### config.mk
export PLATFORM = sky130hd
export DESIGN_NAME = peak_detector_flat
export DESIGN_NICKNAME = d
export VERILOG_FILES = /design/src/rtl/peak_detector_if.sv /design/src/rtl/peak_detector.sv /design/src/flat_wrapper.sv
export SDC_FILE = /design/constraint.sdc
export NUM_CORES = 1
export LEC_CHECK = 0
export BUFFER_PORTS_ARGS = -buffer_cell sky130_fd_sc_hd__buf_2
export CORE_UTILIZATION = 40
export DETAILED_ROUTE_END_ITERATION = 7
export GPL_ROUTABILITY_DRIVEN = 0
export HOLD_SLACK_MARGIN = 0.15
export PLACE_DENSITY = 0.6
export SLEW_MARGIN = 20
export SYNTH_ARGS = -nofsm -noshare
export SYNTH_HDL_FRONTEND = slang
export SYNTH_SLANG_ARGS = --single-unit
### constraint.sdc
create_clock -name clk -period 7.26 [get_ports clk]
set_input_delay 1.452 -clock clk [delete_from_list [all_inputs] [get_ports clk]]
set_output_delay 1.452 -clock clk [all_outputs]
set_load 0.01 [all_outputs]
### src/rtl/peak_detector_if.sv
// peak_detector_if
// Report channel from the peak detector to its consumer.
//
// Signals:
//   peak_valid  producer -> consumer  a report is being offered
//   peak_ready  consumer -> producer  consumer takes the report this cycle
//   peak_amp    producer -> consumer  maximum sample of the pulse
//   peak_ts     producer -> consumer  timestamp of the first maximal sample
//   peak_width  producer -> consumer  samples above threshold (saturating)
//
// Handshake: a report transfers on a rising clk edge where peak_valid and
// peak_ready are both high. Once peak_valid is raised, it and the payload
// hold stable until that transfer happens. peak_valid never depends
// combinationally on peak_ready.
interface peak_detector_if #(
    parameter int SIZE_FILTER_DATA = 16,
    parameter int SIZE_TS          = 32,
    parameter int SIZE_WIDTH       = 8
);
    logic                        peak_valid;
    logic                        peak_ready;
    logic [SIZE_FILTER_DATA-1:0] peak_amp;
    logic [SIZE_TS-1:0]          peak_ts;
    logic [SIZE_WIDTH-1:0]       peak_width;

    modport master (
        output peak_valid,
        output peak_amp,
        output peak_ts,
        output peak_width,
        input  peak_ready
    );

    modport slave (
        input  peak_valid,
        input  peak_amp,
        input  peak_ts,
        input  peak_width,
        output peak_ready
    );
endinterface

### src/rtl/peak_detector.sv
// peak_detector
// Watches one filtered sample stream for pulses that rise strictly above a
// programmable threshold. For every pulse it reports the peak amplitude, the
// timestamp of the first sample equal to that peak and the pulse width, then
// holds off for a programmable dead time. Reports that arrive while the
// single-entry output register is still waiting for the consumer are dropped
// and counted.
//
// Ports:
//   clk         system clock, one sample per cycle
//   reset       asynchronous, active-high reset
//   input_data  filter output sample (unsigned)
//   threshold   trigger level, sampled only while idle
//   dead_time   hold-off length, sampled when a pulse ends
//   rpt         report channel (master side of peak_detector_if)
//   lost_count  reports dropped because the output was full (saturating)
//   state_dbg   current FSM state: 0 idle, 1 pulse, 2 dead
module peak_detector #(
    parameter int SIZE_FILTER_DATA = 16,
    parameter int SIZE_TS          = 32,
    parameter int SIZE_WIDTH       = 8,
    parameter int SIZE_DEAD        = 8
) (
    input  logic                        clk,
    input  logic                        reset,
    input  logic [SIZE_FILTER_DATA-1:0] input_data,
    input  logic [SIZE_FILTER_DATA-1:0] threshold,
    input  logic [SIZE_DEAD-1:0]        dead_time,
    peak_detector_if.master             rpt,
    output logic [15:0]                 lost_count,
    output logic [1:0]                  state_dbg
);

    typedef enum logic [1:0] {
        ST_IDLE  = 2'd0,
        ST_PULSE = 2'd1,
        ST_DEAD  = 2'd2
    } state_t;

    state_t state;
    state_t state_next;

    // Stage 1: sample and its timestamp, registered together.
    logic [SIZE_TS-1:0]          ts_cnt;
    logic [SIZE_TS-1:0]          ts_r;
    logic [SIZE_FILTER_DATA-1:0] x_r;

    // Pulse tracking state.
    logic [SIZE_FILTER_DATA-1:0] thr_l;
    logic [SIZE_FILTER_DATA-1:0] thr_l_next;
    logic [SIZE_FILTER_DATA-1:0] max_amp;
    logic [SIZE_FILTER_DATA-1:0] max_amp_next;
    logic [SIZE_TS-1:0]          max_ts;
    logic [SIZE_TS-1:0]          max_ts_next;
    logic [SIZE_WIDTH-1:0]       width_cnt;
    logic [SIZE_WIDTH-1:0]       width_next;
    logic [SIZE_DEAD-1:0]        dead_cnt;
    logic [SIZE_DEAD-1:0]        dead_next;

    logic above;
    logic issue;

    assign above     = (x_r > thr_l);
    assign state_dbg = state;

    // Free-running timestamp and the input register. The timestamp simply
    // wraps; nothing downstream treats the wrap specially.
    always_ff @(posedge clk or posedge reset) begin
        if (reset) begin
            ts_cnt <= '0;
            ts_r   <= '0;
            x_r    <= '0;
        end else begin
            ts_cnt <= ts_cnt + SIZE_TS'(1);
            ts_r   <= ts_cnt;
            x_r    <= input_data;
        end
    end

    // FSM and pulse-tracking registers.
    always_ff @(posedge clk or posedge reset) begin
        if (reset) begin
            state     <= ST_IDLE;
            thr_l     <= '0;
            max_amp   <= '0;
            max_ts    <= '0;
            width_cnt <= '0;
            dead_cnt  <= '0;
        end else begin
            state     <= state_next;
            thr_l     <= thr_l_next;
            max_amp   <= max_amp_next;
            max_ts    <= max_ts_next;
            width_cnt <= width_next;
            dead_cnt  <= dead_next;
        end
    end

    always_comb begin
        state_next   = state;
        thr_l_next   = thr_l;
        max_amp_next = max_amp;
        max_ts_next  = max_ts;
        width_next   = width_cnt;
        dead_next    = dead_cnt;
        issue        = 1'b0;

        case (state)
            ST_IDLE: begin
                // The threshold only follows the input while idle, so a
                // change during a pulse or hold-off waits for the next idle.
                thr_l_next = threshold;
                if (above) begin
                    state_next   = ST_PULSE;
                    max_amp_next = x_r;
                    max_ts_next  = ts_r;
                    width_next   = SIZE_WIDTH'(1);
                end
            end

            ST_PULSE: begin
                if (above) begin
                    if (width_cnt != '1) begin
                        width_next = width_cnt + SIZE_WIDTH'(1);
                    end
                    // Strict compare: equal later samples keep the earlier ts.
                    if (x_r > max_amp) begin
                        max_amp_next = x_r;
                        max_ts_next  = ts_r;
                    end
                end else begin
                    issue      = 1'b1;
                    dead_next  = dead_time;
                    state_next = ST_DEAD;
                end
            end

            ST_DEAD: begin
                // Count down first; once at zero, leave only after the input
                // has dropped, so a pulse straddling expiry is never reported.
                if (dead_cnt != '0) begin
                    dead_next = dead_cnt - SIZE_DEAD'(1);
                end else if (!above) begin
                    state_next = ST_IDLE;
                end
            end

            default: begin
                state_next = ST_IDLE;
            end
        endcase
    end

    // Single-entry output register. A new report replaces the held one only
    // when the held one is being taken in the same cycle; otherwise the new
    // report is discarded and counted.
    always_ff @(posedge clk or posedge reset) begin
        if (reset) begin
            rpt.peak_valid <= 1'b0;
            rpt.peak_amp   <= '0;
            rpt.peak_ts    <= '0;
            rpt.peak_width <= '0;
            lost_count     <= '0;
        end else if (issue) begin
            if (!rpt.peak_valid || rpt.peak_ready) begin
                rpt.peak_valid <= 1'b1;
                rpt.peak_amp   <= max_amp;
                rpt.peak_ts    <= max_ts;
                rpt.peak_width <= width_cnt;
            end else if (lost_count != 16'hFFFF) begin
                lost_count <= lost_count + 16'd1;
            end
        end else if (rpt.peak_valid && rpt.peak_ready) begin
            rpt.peak_valid <= 1'b0;
        end
    end

endmodule

### src/flat_wrapper.sv
// flat-port wrapper written by rule: the top's interface ports become plain ports
module peak_detector_flat 
#(
    parameter int SIZE_FILTER_DATA = 16,
    parameter int SIZE_TS          = 32,
    parameter int SIZE_WIDTH       = 8,
    parameter int SIZE_DEAD        = 8
)
  (clk, reset, input_data, threshold, dead_time, lost_count, state_dbg, rpt_peak_valid, rpt_peak_amp, rpt_peak_ts, rpt_peak_width, rpt_peak_ready);
  peak_detector_if #(.SIZE_FILTER_DATA(SIZE_FILTER_DATA), .SIZE_TS(SIZE_TS), .SIZE_WIDTH(SIZE_WIDTH)) rpt_i ();
  input  logic clk;
  input  logic reset;
  input  logic [SIZE_FILTER_DATA-1:0] input_data;
  input  logic [SIZE_FILTER_DATA-1:0] threshold;
  input  logic [SIZE_DEAD-1:0] dead_time;
  output logic [15:0] lost_count;
  output logic [1:0] state_dbg;
  output wire logic [$bits(rpt_i.peak_valid)-1:0] rpt_peak_valid;
  output wire logic [$bits(rpt_i.peak_amp)-1:0] rpt_peak_amp;
  output wire logic [$bits(rpt_i.peak_ts)-1:0] rpt_peak_ts;
  output wire logic [$bits(rpt_i.peak_width)-1:0] rpt_peak_width;
  input wire logic [$bits(rpt_i.peak_ready)-1:0] rpt_peak_ready;
  assign rpt_peak_valid = rpt_i.peak_valid;
  assign rpt_peak_amp = rpt_i.peak_amp;
  assign rpt_peak_ts = rpt_i.peak_ts;
  assign rpt_peak_width = rpt_i.peak_width;
  assign rpt_i.peak_ready = rpt_peak_ready;
  peak_detector #(.SIZE_FILTER_DATA(SIZE_FILTER_DATA), .SIZE_TS(SIZE_TS), .SIZE_WIDTH(SIZE_WIDTH), .SIZE_DEAD(SIZE_DEAD)) u_core (.clk(clk), .reset(reset), .input_data(input_data), .threshold(threshold), .dead_time(dead_time), .rpt(rpt_i), .lost_count(lost_count), .state_dbg(state_dbg));
endmodule
==> impl_metrics.py <==
metrics = {
    "run_status": {
        "status": "finished clean",
    },
    "sta": {
        "fmaxAchievable_mhz": 259,
        "holdWs_ns": 0.377,
        "setup_viol": 0,
        "slew_headroom_pct": 32.7,
        "min_period_ns": 3.85,
        "rsz0062_at_grt": "no",
        "finClkSkew_ns": 0.0136,
        "fin_crit_sh_pct": 53.1,
        "hold_viol_final": 0,
        "tightestPinTransition_ns": 1.00,
        "drv_slew": 0,
        "tns_ns": 0,
    },
    "clock_tree": {
        "cts.path.max_buffers": 3,
        "cts_made_buffers": 26,
        "post-cts-setup-buffer-count": 0,
        "htreeDepth": 1,
        "cts_root_buf": "clkbuf_16",
        "cts.sinks": 235,
        "cts_tree": "done",
        "cts_hold_buf": 0,
        "clk_latency_ns": 0.54,
        "clk_pin_slew_ns": 0.06,
        "postCtsResizedCells": 0,
    },
    "pwr": {
        "peakVddDrop_uv": 188,
        "power.total_mw": 4.40,
        "power.leakage_nw": 5.81,
        "power_per_cell_area_nw_per_um2": 377,
    },
    "flow_run": {
        "drv_cap": 0,
    },
    "synth": {
        "yosysSeqAreaShare_pct": 59.8,
        "postSynth.asyncResetShare_pct": 100,
        "synth_area_um2": 9840,
        "ys_warn_count": 0,
        "ys_ff_latch": 235,
        "syn_nets": 833,
        "syn_area_per_cell_um2": 13.1,
        "ys_top_cells_by_area": "dfrtp_1 60%, mux2_2 10%, ha_1 5.1%",
        "synthDominantCellAreaShare_pct": 59.8,
        "ys_types": 51,
        "synth_edf_count": 0,
        "synthCells": 750,
        "synth_top_cell_by_area": "dfrtp_1",
        "ys.flop_type": "dfrtp_1",
    },
    "placed_design": {
        "dp.cells": 1173,
        "hpwl_um": 12600,
        "portBuffers": 117,
    },
    "final_layout": {
        "ff_latch_area_um2": 5880,
        "final_common_cell": "dfrtp_1",
        "area_growth_pct": 18.8,
        "postLayoutCoreUtil_pct": 48.2,
        "layout_common_cells": "235 x dfrtp_1, 117 x buf_2, 87 x mux2_2",
        "nFillCells": 2210,
        "multi_input_area_um2": 3650,
        "fin_cells": 1223,
        "drive_gt1_share_pct": 31.2,
        "fin_nets": 960,
    },
    "drt": {
        "drt_first_pass_iters": 4,
        "drtAntennaViolNets": 0,
        "drt_iter0_drc": 427,
        "wl_um": 18900,
        "dr_total_vias": 6102,
        "drc": 0,
        "viasPerCell": 4.99,
        "drt-wirelength-per-cell_um": 15.5,
    },
    "min_path": {
        "min_path_type": "flip-flop to flip-flop",
        "min_delay_path_depth": 0,
    },
    "global_route": {
        "antenna_found_initial": 2,
        "gr-total-overflow": 0,
        "track_usage_pct": 15.5,
        "grt_max_degree": 151,
        "grt_pass1_vias": 6119,
        "grt_pass1_wl_um": 32000,
    },
    "floorplanning": {
        "die_height_um": 159,
        "coreArea_um2": 24200,
        "start_util_pct": 40.6,
        "die_x_um": 159,
        "dieArea_um2": 25200,
        "io-pin-count": 118,
        "rows": 57,
    },
    "critical_path": {
        "cp-start-kind": "flip-flop",
        "crit_fanout": 38,
        "cp-end-kind": "flip-flop",
        "worst_ep_required_time_ns": 7.68,
        "arrival_ns": 4.27,
        "rr_worst_depth": 8,
        "path_class": "flip-flop to flip-flop",
    },
}
[area by class of cell]
cell class / instances / share of cell area (%)
well taps: 324 / 3.47
clock buffers: 35 / 6.11
repair buffers: 122 / 5.44
inverters: 45 / 1.48
flip-flops and latches: 235 / 50.3
diodes: 2 / 0.0428
clock inverters: 13 / 1.94
multi-input cells: 447 / 31.2
[per-layer routing]
layer / GRT usage [%] / vias to the layer above / part of all wire, % / wire length [um]
met1: 21.3 / 3049 / 47 / 8860
met5: 0 / - / 0 / 0
met2: 25.1 / 110 / 46 / 8790
met3: 3.06 / 32 / 4.6 / 880
li1: - / 2911 / - / -
met4: 3.97 / 0 / 2.1 / 406
[critical path: stages (launching register included)]
cell	delay (ns)
dfrtp_1	0.39
inv_1	0.14
ha_1	0.81
inv_1	0.34
a211o_1	0.31
or4_1	0.46
o2111ai_4	0.24
buf_4	0.61
mux2_2	0.41
[kinds of logic (layout without fill, tap and decap cells)]
kind of cell	Yosys count	in the layout	synth area share, %
mux	108	108	13.1
compound gates	84	84	5.86
buf+inv	68	215	3.24
other cells	0	2	0
fa+ha+maj	40	40	5.09
flops	235	235	59.8
simple gates	170	170	8.90
xor+xnor	45	45	4.01
[flip-flops by register name (all words and copies together) (netlist names)]
signal and cells:
u_core.max_ts 32, u_core.rpt.peak_ts 32, u_core.ts_cnt 32, u_core.ts_r 32
u_core.lost_count 16, u_core.max_amp 16, u_core.rpt.peak_amp 16, u_core.thr_l 16
u_core.x_r 16, u_core.dead_cnt 8, u_core.rpt.peak_width 8, u_core.width_cnt 8
u_core.state_dbg 2, u_core.rpt.peak_valid 1
[Yosys cell counts, drive strengths merged, types with 2 or more instances]
cell       n
or4        4
o31ai      6
clkbuf    11
a2bb2oi    6
nand3     30
nor4      10
inv       45
nor3      12
xor2      18
o211ai     2
a21oi     15
o21ai     27
and4       4
nand2     43
a31oi      2
ha        40
mux2     107
xnor2     27
or3        5
a21o       3
and2       3
a211oi     6
dfrtp    235
o22ai      3
a31o       2
nand4     23
and3      11
buf       12
nor2b      2
nand2b     3
nor2      19
[stage by stage]
stage                     setup slack, ns  area (um2)
after floorplan                      2.73        9840
after global placement               3.50       10700
after detailed placement             3.36       10700
after CTS                            3.35       11700
after global routing                 3.13       11700
final                                3.41       11700
[worst paths after layout]
path	slack [ns]	end	from
setup / recovery	3.41	u_core.max_ts[25]	u_core.state_dbg[1]
hold / removal	0.38	u_core.ts_r[9]	u_core.ts_cnt[9]
setup reg to reg	3.41	u_core.max_ts[25]	u_core.state_dbg[1]
hold reg to reg	0.38	u_core.ts_r[9]	u_core.ts_cnt[9]
max in group asynchronous	5.06	u_core.lost_count[12]	reset
min in group asynchronous	0.99	u_core.rpt.peak_amp[10]	reset
[where the power goes]
part           internal (mW)  leakage, nW  switching, mW
combinational          0.613         2.31          0.700
clock                  0.875        0.448          0.534
sequential              1.54         3.05          0.142
No activity file was read; power rests on OpenSTA's default activity.
